### config.mk
export PLATFORM = sky130hd
export DESIGN_NAME = sprite_capture
export DESIGN_NICKNAME = d
export VERILOG_FILES = /design/src/rtl/sprite_pkg.sv /design/src/rtl/sprite_window_addr.sv /design/src/rtl/sprite_capture.sv
export SDC_FILE = /design/constraint.sdc
export NUM_CORES = 1
export LEC_CHECK = 0
export ABC_AREA = 1
export CELL_PAD_IN_SITES_DETAIL_PLACEMENT = 0
export CELL_PAD_IN_SITES_GLOBAL_PLACEMENT = 2
export CORE_MARGIN = 2
export CORE_UTILIZATION = 27
export CTS_CLUSTER_DIAMETER = 80
export CTS_CLUSTER_SIZE = 20
export DETAILED_ROUTE_END_ITERATION = 8
export GPL_TIMING_DRIVEN = 0
export PLACE_DENSITY = 0.81
export SYNTH_ARGS = -nofsm -noshare
export SYNTH_HDL_FRONTEND = slang
export SYNTH_HIERARCHICAL = 1
export SYNTH_SLANG_ARGS = --single-unit
### constraint.sdc
create_clock -name pixel_clk_in -period 5 [get_ports pixel_clk_in]
set_input_delay 0.75 -clock pixel_clk_in [delete_from_list [all_inputs] [get_ports pixel_clk_in]]
set_output_delay 0.75 -clock pixel_clk_in [all_outputs]
set_load 0.01 [all_outputs]
### src/rtl/sprite_pkg.sv
// Shared types and widths for the sprite capture/display window path.
package sprite_pkg;

    localparam int HCOUNT_W = 11;
    localparam int VCOUNT_W = 10;
    localparam int RGB_W    = 12;

    typedef enum logic [1:0] {
        IDLE,
        ARMED,
        CAPTURE,
        DONE
    } capture_state_t;

endpackage

### src/rtl/sprite_window_addr.sv
// Window hit test and row-major frame-buffer address for a WIDTH x HEIGHT sprite.
module sprite_window_addr
    import sprite_pkg::*;
#(
    parameter int WIDTH  = 256,
    parameter int HEIGHT = 256,
    parameter int ADDR_W = $clog2(WIDTH * HEIGHT)
) (
    input  logic [HCOUNT_W-1:0] hcount,
    input  logic [VCOUNT_W-1:0] vcount,
    input  logic [HCOUNT_W-1:0] x,
    input  logic [VCOUNT_W-1:0] y,
    output logic                in_window,
    output logic [ADDR_W-1:0]   addr
);

    logic [HCOUNT_W:0]   x_end;
    logic [VCOUNT_W:0]   y_end;
    logic [HCOUNT_W-1:0] dh;
    logic [VCOUNT_W-1:0] dv;
    logic                h_hit;
    logic                v_hit;

    // One extra bit so a window hanging off the raster clips instead of wrapping.
    assign x_end = {1'b0, x} + (HCOUNT_W + 1)'(WIDTH);
    assign y_end = {1'b0, y} + (VCOUNT_W + 1)'(HEIGHT);

    assign h_hit = (hcount >= x) && ({1'b0, hcount} < x_end);
    assign v_hit = (vcount >= y) && ({1'b0, vcount} < y_end);

    assign in_window = h_hit && v_hit;

    assign dh   = hcount - x;
    assign dv   = vcount - y;
    assign addr = ADDR_W'(dh) + ADDR_W'(dv) * ADDR_W'(WIDTH);

endmodule

### src/rtl/sprite_capture.sv
// Captures one frame's window of streamed pixels into a WIDTH*HEIGHT frame buffer.
module sprite_capture
    import sprite_pkg::*;
#(
    parameter int WIDTH  = 256,
    parameter int HEIGHT = 256,
    parameter int ADDR_W = $clog2(WIDTH * HEIGHT)
) (
    input  logic                pixel_clk_in,
    input  logic                rst_in,
    input  logic                start_in,
    input  logic [HCOUNT_W-1:0] x_in,
    input  logic [VCOUNT_W-1:0] y_in,
    input  logic                pixel_valid_in,
    input  logic [HCOUNT_W-1:0] hcount_in,
    input  logic [VCOUNT_W-1:0] vcount_in,
    input  logic [RGB_W-1:0]    pixel_in,
    output logic [ADDR_W-1:0]   addr_out,
    output logic [RGB_W-1:0]    data_out,
    output logic                we_out,
    output logic                busy_out,
    output logic                done_out,
    output logic [ADDR_W:0]     count_out
);

    localparam logic [ADDR_W:0]   COUNT_MAX = (ADDR_W + 1)'(WIDTH * HEIGHT);
    localparam logic [ADDR_W-1:0] LAST_ADDR = ADDR_W'(WIDTH * HEIGHT - 1);

    capture_state_t      state;
    capture_state_t      state_d;
    logic [HCOUNT_W-1:0] x;
    logic [VCOUNT_W-1:0] y;
    logic                in_window;
    logic [ADDR_W-1:0]   win_addr;
    logic                frame_start;
    logic                accept;
    logic                wr;
    logic                fin;

    sprite_window_addr #(
        .WIDTH  (WIDTH),
        .HEIGHT (HEIGHT),
        .ADDR_W (ADDR_W)
    ) u_window (
        .hcount    (hcount_in),
        .vcount    (vcount_in),
        .x         (x),
        .y         (y),
        .in_window (in_window),
        .addr      (win_addr)
    );

    assign frame_start = pixel_valid_in && (hcount_in == '0) && (vcount_in == '0);
    assign busy_out    = (state == ARMED) || (state == CAPTURE);

    always_comb begin
        state_d = state;
        accept  = 1'b0;
        wr      = 1'b0;
        fin     = 1'b0;
        unique case (state)
            IDLE, DONE: begin
                if (start_in) begin
                    accept  = 1'b1;
                    state_d = ARMED;
                end
            end
            ARMED: begin
                if (frame_start) begin
                    state_d = CAPTURE;
                    wr      = in_window;
                end
            end
            CAPTURE: begin
                // A recurring frame start means the window was clipped.
                if (frame_start) begin
                    state_d = DONE;
                    fin     = 1'b1;
                end else if (pixel_valid_in && in_window) begin
                    wr = 1'b1;
                end
            end
            default: ;
        endcase
        if (wr && (win_addr == LAST_ADDR)) begin
            state_d = DONE;
            fin     = 1'b1;
        end
    end

    always_ff @(posedge pixel_clk_in) begin
        if (rst_in) begin
            state     <= IDLE;
            x         <= '0;
            y         <= '0;
            addr_out  <= '0;
            data_out  <= '0;
            we_out    <= 1'b0;
            done_out  <= 1'b0;
            count_out <= '0;
        end else begin
            state    <= state_d;
            we_out   <= wr;
            done_out <= fin;
            if (wr) begin
                addr_out <= win_addr;
                data_out <= pixel_in;
            end
            if (accept) begin
                x         <= x_in;
                y         <= y_in;
                count_out <= '0;
            end else if (wr && (count_out != COUNT_MAX)) begin
                count_out <= count_out + 1'b1;
            end
        end
    end

endmodule
* Word level (Yosys, flattened, before mapping)
Cells that the tools add are included.
W data, S select, Z words.
** Cells by class
- Add/subtract/negate cells :: 6
- Order comparisons :: 4
- Eq/ne operators :: 8
- Mux-type cells :: 14
- Reductions and logical operators :: 15
** Operators by type and width (count)
- $add A17 B1 Y17 const B :: 1
- $ne A17 B17 Y1 const B :: 1
- $add A11 B16 Y16 :: 1
- $eq A16 B16 Y1 const B :: 1
- $add A11 B9 Y12 const B :: 1
- $lt A11 B12 Y1 :: 1
- $add A10 B9 Y11 const B :: 1
- $ge A11 B11 Y1 :: 1
- $logic_not A11 Y1 :: 1
- $lt A10 B11 Y1 :: 1
- $sub A11 B11 Y11 :: 1
- $ge A10 B10 Y1 :: 1
- $logic_not A10 Y1 :: 1
- $logic_and A1 B1 Y1 :: 8
- $mux W1 :: 8
- $mux W2 :: 4
- $sub A8 B8 Y8 :: 1
- $ne A3 B2 Y1 const B :: 2
- $pmux W2 S3 :: 1
- $eq A2 B2 Y1 const B :: 2
- $reduce_or A2 Y1 :: 2
- $ne A3 B3 Y1 const B :: 1
- $reduce_and A3 Y1 :: 1
- $eq A2 B1 Y1 const B :: 1
- other kinds (3) :: 3
** Word-level totals
- Register bits :: 70
- Input bits :: 58
- Output and inout bits :: 48
- Logic and storage cells :: 55

* Longest topological paths before layout
- Depth after elaboration :: 11
- Depth in mapped cells :: 25
- Depth with buffers taken out :: 25

* Cells and area by module
The synthesis kept the hierarchy.
** By module, submodules not included
- sprite_capture :: instances 1, cells each 415, area each 3104.2 um^2, seq. area each 1401.3 um^2
- sprite_window_addr :: instances 1, cells each 273, area each 1560.2 um^2, seq. area each 0.0 um^2

* Worst setup path after synthesis
No wires, ideal clock.
- Path type :: input-to-reg
- From :: input hcount_in[0]
- To :: register state[1]
- Library setup time :: 116 ps
- Arrival :: 3802 ps
- Required time :: 4884 ps
- Slack :: 1082 ps
- Stages on the path :: 24
- Buffers on the path :: 0
- Cells stage by stage :: inv_1 > ha_1 > inv_1 > fa_1 > a21oi_4 > inv_2 > a21oi_1 > xor2_1 > ha_1 > inv_1 > fa_1 > o21ai_0 > nand3_1 > nor2_1 > nand4_1 > nand2_1 > nand4_1 > nor2_1 > nor3b_1 > nand3_1 > nand2_1 > nand2_1 > nand2_1 > a21oi_1
** On the way
- Elaborated cells between the ends (all ways) :: 21
- Those cells by class :: add/sub: 2; order compare: 2; eq/ne: 4; mux: 5; reduce/logical: 8
** RTL lines
- from (decl) :: RTL line sprite_capture.sv:15 : input logic [HCOUNT_W-1:0] hcount_in,
- $sub A11 B11 Y11 (*) :: RTL line sprite_window_addr.sv:33 : assign dh = hcount - x;
- $add A11 B16 Y16 (*) :: RTL line sprite_window_addr.sv:35 : assign addr = ADDR_W'(dh) + ADDR_W'(dv) * ADDR_W'(WIDTH);
- named net win_addr[14] :: RTL line sprite_capture.sv:34 : logic [ADDR_W-1:0] win_addr;
- $eq A16 B16 Y1 (*) :: RTL line sprite_capture.sv:85 : if (wr && (win_addr == LAST_ADDR)) begin
- $logic_and A1 B1 Y1 (*) :: RTL line sprite_capture.sv:85
- $ne A3 B2 Y1 (no line) / $ne A3 B3 Y1 (equally long branches)
- $reduce_and A3 Y1 (no line)
- to (signal assigned) :: RTL line sprite_capture.sv:102 : state <= state_d;
- to (decl) :: RTL line sprite_capture.sv:29 : capture_state_t state;
Mark *: on every way through the listed nets, which the timed path passes. The rest lies on a longest branch.
A chain may end at the register's enable or synchronous reset.

* Worst setup path in the final report
Same ends and word-level chain as after synthesis.

==> results <==
- The total power density per cell area is 398 nW/um^2.
- The top-area cell type share of the netlist area is 30.0%.
- The worst setup path category is input port to register.
- STA classifies the critical path startpoint as an input port.
- On the worst path, the slowest cell contributes a delay of 0.46 ns.
- The flow ran to the end, and the final reports show no timing, DRC or antenna violations.
- The number of global-route vias before repair was 4425.
- For this design the static power due to leakage is 2.56 nW.
- Buffers inserted to repair hold after CTS numbered 0.
- The critical path starts at hcount_in[0].
- In this run the register-to-register setup slack is 1.02 ns.
- The final-report hold violation count is 0.
- The number of H-tree branching levels is 3.
- The sequential cell area fraction in the yosys report is 30.0%.
- The fraction of power consumed by sequential logic is 26.4%.
- The routed length per instance is 13.1 microns.
- 0 antenna diodes ended up in the layout.
- The synthesized area per cell is 6.78 sq um.
- The later pin in the worst-skew pair is clocked with a latency of 0.35 ns.
- In this run the cell area measured after placement is 6000 sq um.
- The slowest stage of the critical path is the fa_1 cell.
- The routed layout has 4632 vias.
- In this run, the number of DRC markers left after iteration 0 of detailed routing was 229.
- The launch instance of the worst min-delay path is addr_out[14].
- The clock-pin slew on the worst setup and hold paths is 0.06 ns.
- The count of cell types in the netlist is 40.
- The detailed-route DRC error count is 0.
- Routability-driven placement finished with a final weighted congestion of 0.832.
- The final layout contains 901 nets.
- CTS placed an instance of clkbuf_16 at the clock tree root.
- For this run, the total global-route usage over all layers was measured as 15.5%.
- The final setup violation count is 0.
- Of all nets on the critical path, the largest fanout is 4.
- Net switching is 40.5% of the power.
- After synthesis, the share of flip-flops with an asynchronous set or reset is 0%.
- The switching power is 1.02 mW.
- The post-DP HPWL is 11.1 mm.
- The clock skew is 0.0134 ns.
- The number of gates resized after CTS was 0.
- Summed over all layers, the routed wires come to 13.6 mm.
- Synthesis produced a netlist with a net count of 785.
- Clock tree synthesis found a total of 70 sinks.
- Across the VDD grid, the largest voltage drop is 0.203 mV.
- The first global-routing pass estimated 22.3 mm of wire.
- The standard cell core area is 17100 sq um.
- The number of placement rows is 48.
- In the post-synthesis netlist, the biggest area contributors are dfxtp_1 30%, nor2_1 12%, ha_1 9.7%.
- The slew at the pin with the worst max-slew slack is 0.552 ns.
- The main flop type after synthesis is dfxtp_1.
- The maximum clock insertion buffer count is 2.
- The sum of overflow across all layers after global routing is 0.
- The final critical-path required period is 4.52 ns.
- The clock share of power is 27.6%.
- The kind of end point of the critical path is a register.
- TritonCTS built the clock tree.
- The chip width is 135 microns.
- The cell taking the most area after synthesis is dfxtp_1.
- The path class of the tightest hold or removal check is register to register.
- The required time of the worst setup path is 5.23 ns.
- The signed area change from the synthesized netlist to the final layout is 35.3%.
- The total I/O pin count is 106.
- The die boundary height is 135 microns.
- The tool flagged a number of max-cap violations equal to 0.
- In this run, CTS created clock tree buffers numbering 9.
- Summing all non-filler instances in the final layout gives an area of 6310 sq um.
- The synthesis-stage register bit count is 70.
- Counting flops with a built-in enable in the synthesized netlist gives 0.
- The initial antenna violation count was 0.
- The top cell types in the final layout, fill and taps aside, are 152 x nor2_1, 106 x nand2_1, 105 x clkdlybuf4s50_1.
- The achievable clock frequency is 221 MHz.
- Headroom to the max-slew limit came out at 63.2%.
- The post-detailed-route count of antenna-violating nets is 0.
- The internal portion of the total power is 1.49 mW.
- Summing every instance area after synthesis gives 4660 sq um.
- The startpoint of the worst register-to-register path is x[0].
- Setup repair after global routing left no endpoint under its margin.
- The combinational group share of total power is 46.0%.
- In this run the post-CTS setup repair buffer count came out at 0.
- The final total negative setup slack is 0 ns.
- The commonest non-fill, non-tap cell in the layout is nor2_1.
- Entering global routing, the biggest net connects 13 pins.
- Cells with a size suffix above 1 make up 5.69% of the layout.
- The critical path data arrival time is 4.75 ns.
- For this configuration, the core starts out at a cell density of 27.3%.
- The first detailed-routing pass took 4 iterations.
- After layout, the worst path uses 90.4% of the clock period.
- The most numerous cell on the critical path is nand2_1.
- The max-slew violation count came to 0.
- The die footprint is 18300 sq um.
- In the synthesized netlist, the number of instances is 688.
- After detailed routing, the number of vias per cell comes to 4.48.
- The number of input and output port buffers inserted is 105.
- The total of warnings raised by yosys is 6.
- On the final layout, the worst hold slack is 0.480 ns.
==> final cells by class <==
class                      instances  area [sq um]
fill                            1876         10800
multi-input combinational        516          2840
sequential                        70          1400
timing repair buffer             105          1050
inverter                          82           310
tap                              225           282
clock buffer                      11           233
buffer                            20           114
clock inverter                     5          82.6
==> layer usage <==
layer	track usage (%)	wire length, microns
met5	0	0
met2	24.3	5950
met4	5.03	180
met1	21.4	6900
met3	2.88	563
==> worst paths after layout <==
| check | endpoint | cells after the start |
|---|---|---|
| max | state[1] | 25 |
| min | addr_out[14] | 2 |
| max reg2reg | state[1] | 23 |
| min reg2reg | addr_out[14] | 2 |
==> critical path: cells and delay by family <==
| kind | cells | cell delay (ns) |
|---|---|---|
| XOR/XNOR | 1 | 0.18 |
| buffers and inverters | 5 | 0.66 |
| adder cells (fa/ha/maj) | 4 | 1.22 |
| AO/OA/AOI/OAI | 4 | 0.61 |
| AND/OR/NAND/NOR | 11 | 1.32 |
==> cell usage after synthesis, types with 6 or more instances <==
cell and number:
dfxtp_1 70, nand4_1 20, o21ai_0 47, nor2_1 152, inv_1 80, nand3_1 45
o21ai_1 12, nand2_1 106, a21oi_1 34, xnor2_1 10, ha_1 36, xor2_1 17
clkbuf_1 9, nor3_1 6
==> power by group through the flow <==
stage | Sequential (mW) | Combinational (mW) | Clock, mW
3_5_place_dp | 0.676 | 1.16 | 0
6_report | 0.664 | 1.16 | 0.692
3_3_place_gp | 0.674 | 1.14 | 0
5_1_grt | 0.673 | 1.32 | 0.738
4_1_cts | 0.664 | 1.16 | 0.713
2_1_floorplan | 0.666 | 0.824 | 0
==> per-stage QoR <==
step / setup slack (ns) / power [mW] / instances / utilization, %
floorplan: 1.08 / 1.49 / 688 / -
detailed placement: 0.132 / 1.83 / 1018 / 35.0
global route: 0.101 / 2.73 / 1034 / 36.9
CTS: 0.494 / 2.54 / 1034 / 36.9
global placement: 0.117 / 1.82 / 1018 / 35.0
finish: 0.479 / 2.51 / 1034 / 36.9
==> flip-flops by register name, indices dropped and copies added, names as in the netlist <==
register   count
count_out     17
x             11
data_out      12
state          2
we_out         1
addr_out      16
done_out       1
y             10
==> logic make-up after synthesis <==
| family | share of synthesized area [%] |
|---|---|
| xor+xnor | 5.07 |
| compound gates | 11.3 |
| buf+inv | 9.09 |
| flops | 30.0 |
| simple gates | 33.6 |
| fa+ha+maj | 10.9 |
No activity file was read; power rests on OpenSTA's default activity.
